===== config.mk =====
export PLATFORM = sky130hd
export DESIGN_NAME = interrupt_controller
export DESIGN_NICKNAME = d
export VERILOG_FILES = /design/src/rtl/interrupt_controller.sv
export SDC_FILE = /design/constraint.sdc
export NUM_CORES = 1
export LEC_CHECK = 0
export ABC_AREA = 1
export BUFFER_PORTS_ARGS = -buffer_cell sky130_fd_sc_hd__clkbuf_2
export CAP_MARGIN = 20
export CORE_MARGIN = 2
export CORE_UTILIZATION = 53
export DETAILED_ROUTE_END_ITERATION = 8
export PLACE_DENSITY = 0.88
export SLEW_MARGIN = 20
export SYNTH_ARGS = -nofsm -noshare
export SYNTH_HDL_FRONTEND = slang
export SYNTH_SLANG_ARGS = --single-unit

===== constraint.sdc =====
create_clock -name clock -period 1.89 [get_ports clock]
set_input_delay 0.0945 -clock clock [delete_from_list [all_inputs] [get_ports clock]]
set_output_delay 0.0945 -clock clock [all_outputs]
set_load 0.01 [all_outputs]

===== src/rtl/interrupt_controller.sv =====
// ---------------------------------------------------------------------------
// interrupt_controller
//   Four-source, rising-edge-triggered, fixed-priority interrupt controller.
//   Source 0 has the highest priority. One request is presented to the CPU at
//   a time, and there is no nesting. The CPU accepts a request on the edge
//   after int_req rises, and it ends service with an int_ret pulse.
//
//   Registers (cfg_addr): 0 CTRL  {mask[3:0], spare[2:0], global_en}
//                         1 VBASE vector base, vector = VBASE + 4*id
//                         2 PEND  {4'b0, pend[3:0]}, write 1 to clear
//                         3 STATUS {4'b0, int_req, id[1:0], in_service}, RO
//
//   Ports:
//     clock, reset_n         clock and async active-low reset
//     irq_src[3:0]           interrupt sources (edge triggered)
//     cfg_w_en/addr/w_data   register write port (sampled at posedge)
//     cfg_r_data             combinational register read
//     int_ret                CPU interrupt-return pulse
//     int_req, int_en, int_vec  request, CTRL mirror, handler address
//
//   Optional build macro: INTC_SYNC_EN adds a 2-flop synchronizer on irq_src.
// ---------------------------------------------------------------------------
module interrupt_controller (
    input  logic       clock,
    input  logic       reset_n,
    input  logic [3:0] irq_src,
    input  logic       cfg_w_en,
    input  logic [1:0] cfg_addr,
    input  logic [7:0] cfg_w_data,
    output logic [7:0] cfg_r_data,
    input  logic       int_ret,
    output logic       int_req,
    output logic [7:0] int_en,
    output logic [7:0] int_vec
);

    typedef enum logic [1:0] {
        IDLE    = 2'd0,
        REQ     = 2'd1,
        SERVICE = 2'd2
    } state_e;

    localparam logic [1:0] A_CTRL   = 2'd0;
    localparam logic [1:0] A_VBASE  = 2'd1;
    localparam logic [1:0] A_PEND   = 2'd2;
    localparam logic [1:0] A_STATUS = 2'd3;

    state_e     state_q, state_d;
    logic [7:0] ctrl_q, ctrl_d;
    logic [7:0] vbase_q, vbase_d;
    logic [7:0] vec_q, vec_d;
    logic [3:0] pend_q, pend_d;
    logic [1:0] id_q, id_d;
    logic [3:0] src_q;
    logic [3:0] src_in;
    logic [3:0] rise;
    logic [3:0] elig;
    logic [1:0] pick_id;

`ifdef INTC_SYNC_EN
    logic [3:0] sync1_q, sync2_q;

    always_ff @(posedge clock or negedge reset_n) begin
        if (!reset_n) begin
            sync1_q <= 4'd0;
            sync2_q <= 4'd0;
        end else begin
            sync1_q <= irq_src;
            sync2_q <= sync1_q;
        end
    end

    assign src_in = sync2_q;
`else
    assign src_in = irq_src;
`endif

    // The sample register resets to 0, so a source that is held high through
    // reset release is seen as one edge on the first clock.
    assign rise = src_in & ~src_q;
    assign elig = pend_q & ctrl_q[7:4];

    // Fixed priority: the lowest index wins.
    always_comb begin
        if (elig[0])      pick_id = 2'd0;
        else if (elig[1]) pick_id = 2'd1;
        else if (elig[2]) pick_id = 2'd2;
        else              pick_id = 2'd3;
    end

    always_comb begin
        state_d = state_q;
        ctrl_d  = ctrl_q;
        vbase_d = vbase_q;
        vec_d   = vec_q;
        id_d    = id_q;
        pend_d  = pend_q;

        if (cfg_w_en) begin
            case (cfg_addr)
                A_CTRL:  ctrl_d  = cfg_w_data;
                A_VBASE: vbase_d = cfg_w_data;
                A_PEND:  pend_d  = pend_q & ~cfg_w_data[3:0];
                default: ;
            endcase
        end

        case (state_q)
            IDLE: begin
                if (ctrl_q[0] && (elig != 4'd0)) begin
                    state_d = REQ;
                    id_d    = pick_id;
                    vec_d   = vbase_q + {4'd0, pick_id, 2'b00};  // wraps mod 256
                end
            end
            REQ: begin
                // The id stays latched here even when the masks change.
                if (ctrl_q[0]) begin
                    state_d      = SERVICE;
                    pend_d[id_q] = 1'b0;
                end else begin
                    state_d = IDLE;
                end
            end
            SERVICE: begin
                if (int_ret) state_d = IDLE;
            end
            default: state_d = IDLE;
        endcase

        // A new edge takes priority over any clear applied in the same cycle.
        pend_d = pend_d | rise;
    end

    always_ff @(posedge clock or negedge reset_n) begin
        if (!reset_n) begin
            state_q <= IDLE;
            ctrl_q  <= 8'h00;
            vbase_q <= 8'hF0;
            vec_q   <= 8'hF0;
            pend_q  <= 4'd0;
            id_q    <= 2'd0;
            src_q   <= 4'd0;
        end else begin
            state_q <= state_d;
            ctrl_q  <= ctrl_d;
            vbase_q <= vbase_d;
            vec_q   <= vec_d;
            pend_q  <= pend_d;
            id_q    <= id_d;
            src_q   <= src_in;
        end
    end

    assign int_req = (state_q == REQ) && ctrl_q[0];
    assign int_en  = ctrl_q;
    assign int_vec = vec_q;

    always_comb begin
        case (cfg_addr)
            A_CTRL:   cfg_r_data = ctrl_q;
            A_VBASE:  cfg_r_data = vbase_q;
            A_PEND:   cfg_r_data = {4'd0, pend_q};
            A_STATUS: cfg_r_data = {4'd0, int_req, id_q, state_q == SERVICE};
            default:  cfg_r_data = 8'h00;
        endcase
    end

endmodule


==> run metrics <==
buffer count from post-CTS setup fixing 0; Core Footprint 0.00331 mm²; Final Net Count 287; DR WL/cell 13.3 µm; RePlAce Congestion 0.946; ratio of cells with drive above 1 in the final layout 30.7%; vias in the first global route 1536; worst IR drop on VDD 0.000549 V; final-layout worst hold slack 9.81 ps; share of the yosys chip area belonging to registers 50.1%; pin count of the biggest net entering global routing 34; setup repair after global routing missed its margin no; maximum single-stage delay on the critical path 430 ps; sum of routed wire length over all layers 4160 µm; number of slew-limit violations in the final report 0; endpoint class of the critical path flop; Core Util, Final 68.9%; quantity of I/O buffers inserted on ports 42; latest clock arrival within the worst-skew pair 350 ps; drt pass-1 iters 4; drt initial violations 87; number of distinct library cell variants in the gate-level netlist after synthesis 31; Max Cap Violations 0; number of CTS-inserted buffers 5; master of the slowest instance on the critical path sky130_fd_sc_hd__dfrtp_1; placed inst area 0.00205 mm²; synthesized area divided by synthesized cell count 8.65 µm²; total congestion overflow after global routing 0; count of state elements after synthesis 36; clock buffer depth 2; Static Leak 1.21 nW; critical path data arrival time 1970 ps; TritonCTS clock tree done; initial cell density of the core 54.9%; antenna violations before repair 0; number of nets produced by synthesis 231; CTS H-tree lvls 2; half-perimeter wire length of the detailed placement result 3070 µm; ratio of routed vias to standard cells 5.08; required time of the worst setup path 2150 ps; ys async rst share 100%; fin crit share 90.8%; Post-DRT Antenna Nets 0; netlist area before placement 0.00182 mm²; final count of hold timing violations 0; total area of multi-input combinational cells 759 µm²; cell count after synthesis 210; cell count after placement 295; shortest clock period the worst path allows after layout 1720 ps; Buffers & Inverters on Critical Path 0; Worst Setup Start Kind flop; number of clock sinks 36; Worst-Margin Slew 802 ps; top area cells in the synthesized netlist sky130_fd_sc_hd__dfrtp_1 (39%), sky130_fd_sc_hd__nand2_1 (16%), sky130_fd_sc_hd__dfstp_2 (12%); Antenna Cells 0; Cell Count, Final, Fillers Out 313; maximum operating frequency 583 MHz; layout filler cell count 291; width of the die 62.5 µm; worst setup path class reg2reg; number of enable-type register cells in the synthesized netlist 0; Max-slew headroom 46.5%; Post-synth top flop sky130_fd_sc_hd__dfrtp_1; Setup-failing EPs final 0; final instance area 0.00228 mm²; maximum net fanout on the critical path 4; full die area 0.00391 mm²; post-placement worst setup slack 194 ps; summed negative setup slack over all endpoints 0 ps; run status finished clean; total vias in the final route 1591; layout overhead on the synthesized area 25.6%; Hold/Removal Path Class in2reg; overall power of the completed layout 2.72 mW; sequential cell area 911 µm²; count of synthesis-stage warnings from yosys 0; power per cell area 1190 mW/mm²; DIE HEIGHT 62.5 µm; number of I/O pins 43; clock transition at the registers of the reported paths 110 ps; Post-route DRC 0; cell chain of the critical path nand2_1, a31oi_1, ha_1, fa_1, nand3_1, xor2_1, o21ai_0; first-pass GRT wire length 7000 µm; clock skew after layout 11.7 ps; number of core rows 21; proportion of netlist area held by the largest area contributor 38.6%; clock root cell sky130_fd_sc_hd__clkbuf_4; leading area contributor after synthesis sky130_fd_sc_hd__dfrtp_1; aggregate global-route resource usage 23.4%; cell type group with the largest total delay on the critical path adder cells; worst path setup slack after routing 174 ps
state kept, by name, summed over array words and instances (netlist names):
signal	count
id_q	2
int_en	8
int_vec	8
pend_q	4
src_q	4
state_q	2
vbase_q	8
power by group:
part | total, mW | internal, mW | leakage (nW) | switching (mW)
sequential | 1.16 | 0.997 | 0.421 | 0.160
combinational | 0.764 | 0.312 | 0.724 | 0.452
clock | 0.803 | 0.545 | 0.0654 | 0.258
placed cells by master, fill, tap and decap left out, types with 4 or more instances in the layout:
cell,netlist,layout
sky130_fd_sc_hd__o21ai_0,4,4
sky130_fd_sc_hd__clkbuf_4,0,5
sky130_fd_sc_hd__inv_1,25,25
sky130_fd_sc_hd__dlygate4sd3_1,0,10
sky130_fd_sc_hd__o21ai_2,9,9
sky130_fd_sc_hd__nand2_1,77,77
sky130_fd_sc_hd__dfrtp_1,28,28
sky130_fd_sc_hd__nand2_2,4,4
sky130_fd_sc_hd__clkbuf_2,0,42
sky130_fd_sc_hd__o21ai_1,9,9
sky130_fd_sc_hd__nand3_1,11,11
sky130_fd_sc_hd__dfstp_2,8,8
per-layer routing:
metal / part of all wire [%] / vias up / track usage (%)
met5: 0 / - / 0
met3: 5.9 / 11 / 5.59
met4: 2.1 / 0 / 12.8
met1: 42 / 749 / 29.5
met2: 50 / 56 / 37.2
li1: - / 775 / -
final cells by class:
class / count / share of cell area [%]
Inverter: 28 / 4.72
Tap cell: 46 / 2.52
Multi-Input combinational cell: 142 / 33.3
Clock inverter: 3 / 3.95
Timing Repair Buffer: 53 / 13.9
Sequential cell: 36 / 39.9
Clock buffer: 5 / 1.65
cells by family after synthesis:
kind of cell / Yosys count / share of synthesized area [%]
buffers and inverters: 32 / 8.06
DFF: 36 / 50.1
AOI/OAI and AO/OA: 34 / 13.1
adders and majority gates: 3 / 2.48
and+or+nand+nor: 103 / 25.3
xor gates and xnor gates: 2 / 0.964
what timing repair did:
item | in CTS | in global routing
hold buffers | 10 | 0
endpoints found under the setup margin | 0 | 0
resized for setup | 0 | 0
endpoints found under the hold margin | 43 | 0
cell usage after synthesis, types with 2 or more instances:
cell,instances
sky130_fd_sc_hd__o2111ai_1,3
sky130_fd_sc_hd__a21boi_0,3
sky130_fd_sc_hd__buf_6,3
sky130_fd_sc_hd__nand2_1,77
sky130_fd_sc_hd__dfrtp_1,28
sky130_fd_sc_hd__a22o_1,2
sky130_fd_sc_hd__inv_1,25
sky130_fd_sc_hd__inv_2,2
sky130_fd_sc_hd__nand3_1,11
sky130_fd_sc_hd__ha_1,2
sky130_fd_sc_hd__nand2_4,2
sky130_fd_sc_hd__nor2_4,2
sky130_fd_sc_hd__dfstp_2,8
sky130_fd_sc_hd__nor2_1,3
sky130_fd_sc_hd__nand2_2,4
sky130_fd_sc_hd__o21ai_0,4
sky130_fd_sc_hd__o21ai_1,9
sky130_fd_sc_hd__o21ai_2,9
final timing paths:
| kind | start | to | slack, ps | depth (start not counted) |
|---|---|---|---|---|
| min reg2reg | int_vec[5]$_DFFE_PN1P_ | int_vec[5]$_DFFE_PN1P_ | 470 | 2 |
| min | cfg_w_data[3] | vbase_q[3]$_DFFE_PN0P_ | 10 | 3 |
| max reg2reg | int_en[5]$_DFFE_PN0P_ | int_vec[6]$_DFFE_PN1P_ | 170 | 7 |
| min in group asynchronous | reset_n | int_en[5]$_DFFE_PN0P_ | 350 | 2 |
| max in group asynchronous | reset_n | int_vec[5]$_DFFE_PN1P_ | 870 | 3 |
| max | int_en[5]$_DFFE_PN0P_ | int_vec[6]$_DFFE_PN1P_ | 170 | 7 |
worst reg2reg max path, stage by stage (launching register included):
cell	delay, ps
sky130_fd_sc_hd__dfrtp_1	430
sky130_fd_sc_hd__nand2_1	100
sky130_fd_sc_hd__a31oi_1	110
sky130_fd_sc_hd__ha_1	240
sky130_fd_sc_hd__fa_1	410
sky130_fd_sc_hd__nand3_1	110
sky130_fd_sc_hd__xor2_1	140
sky130_fd_sc_hd__o21ai_0	80
(Power assumes the default switching activity.)
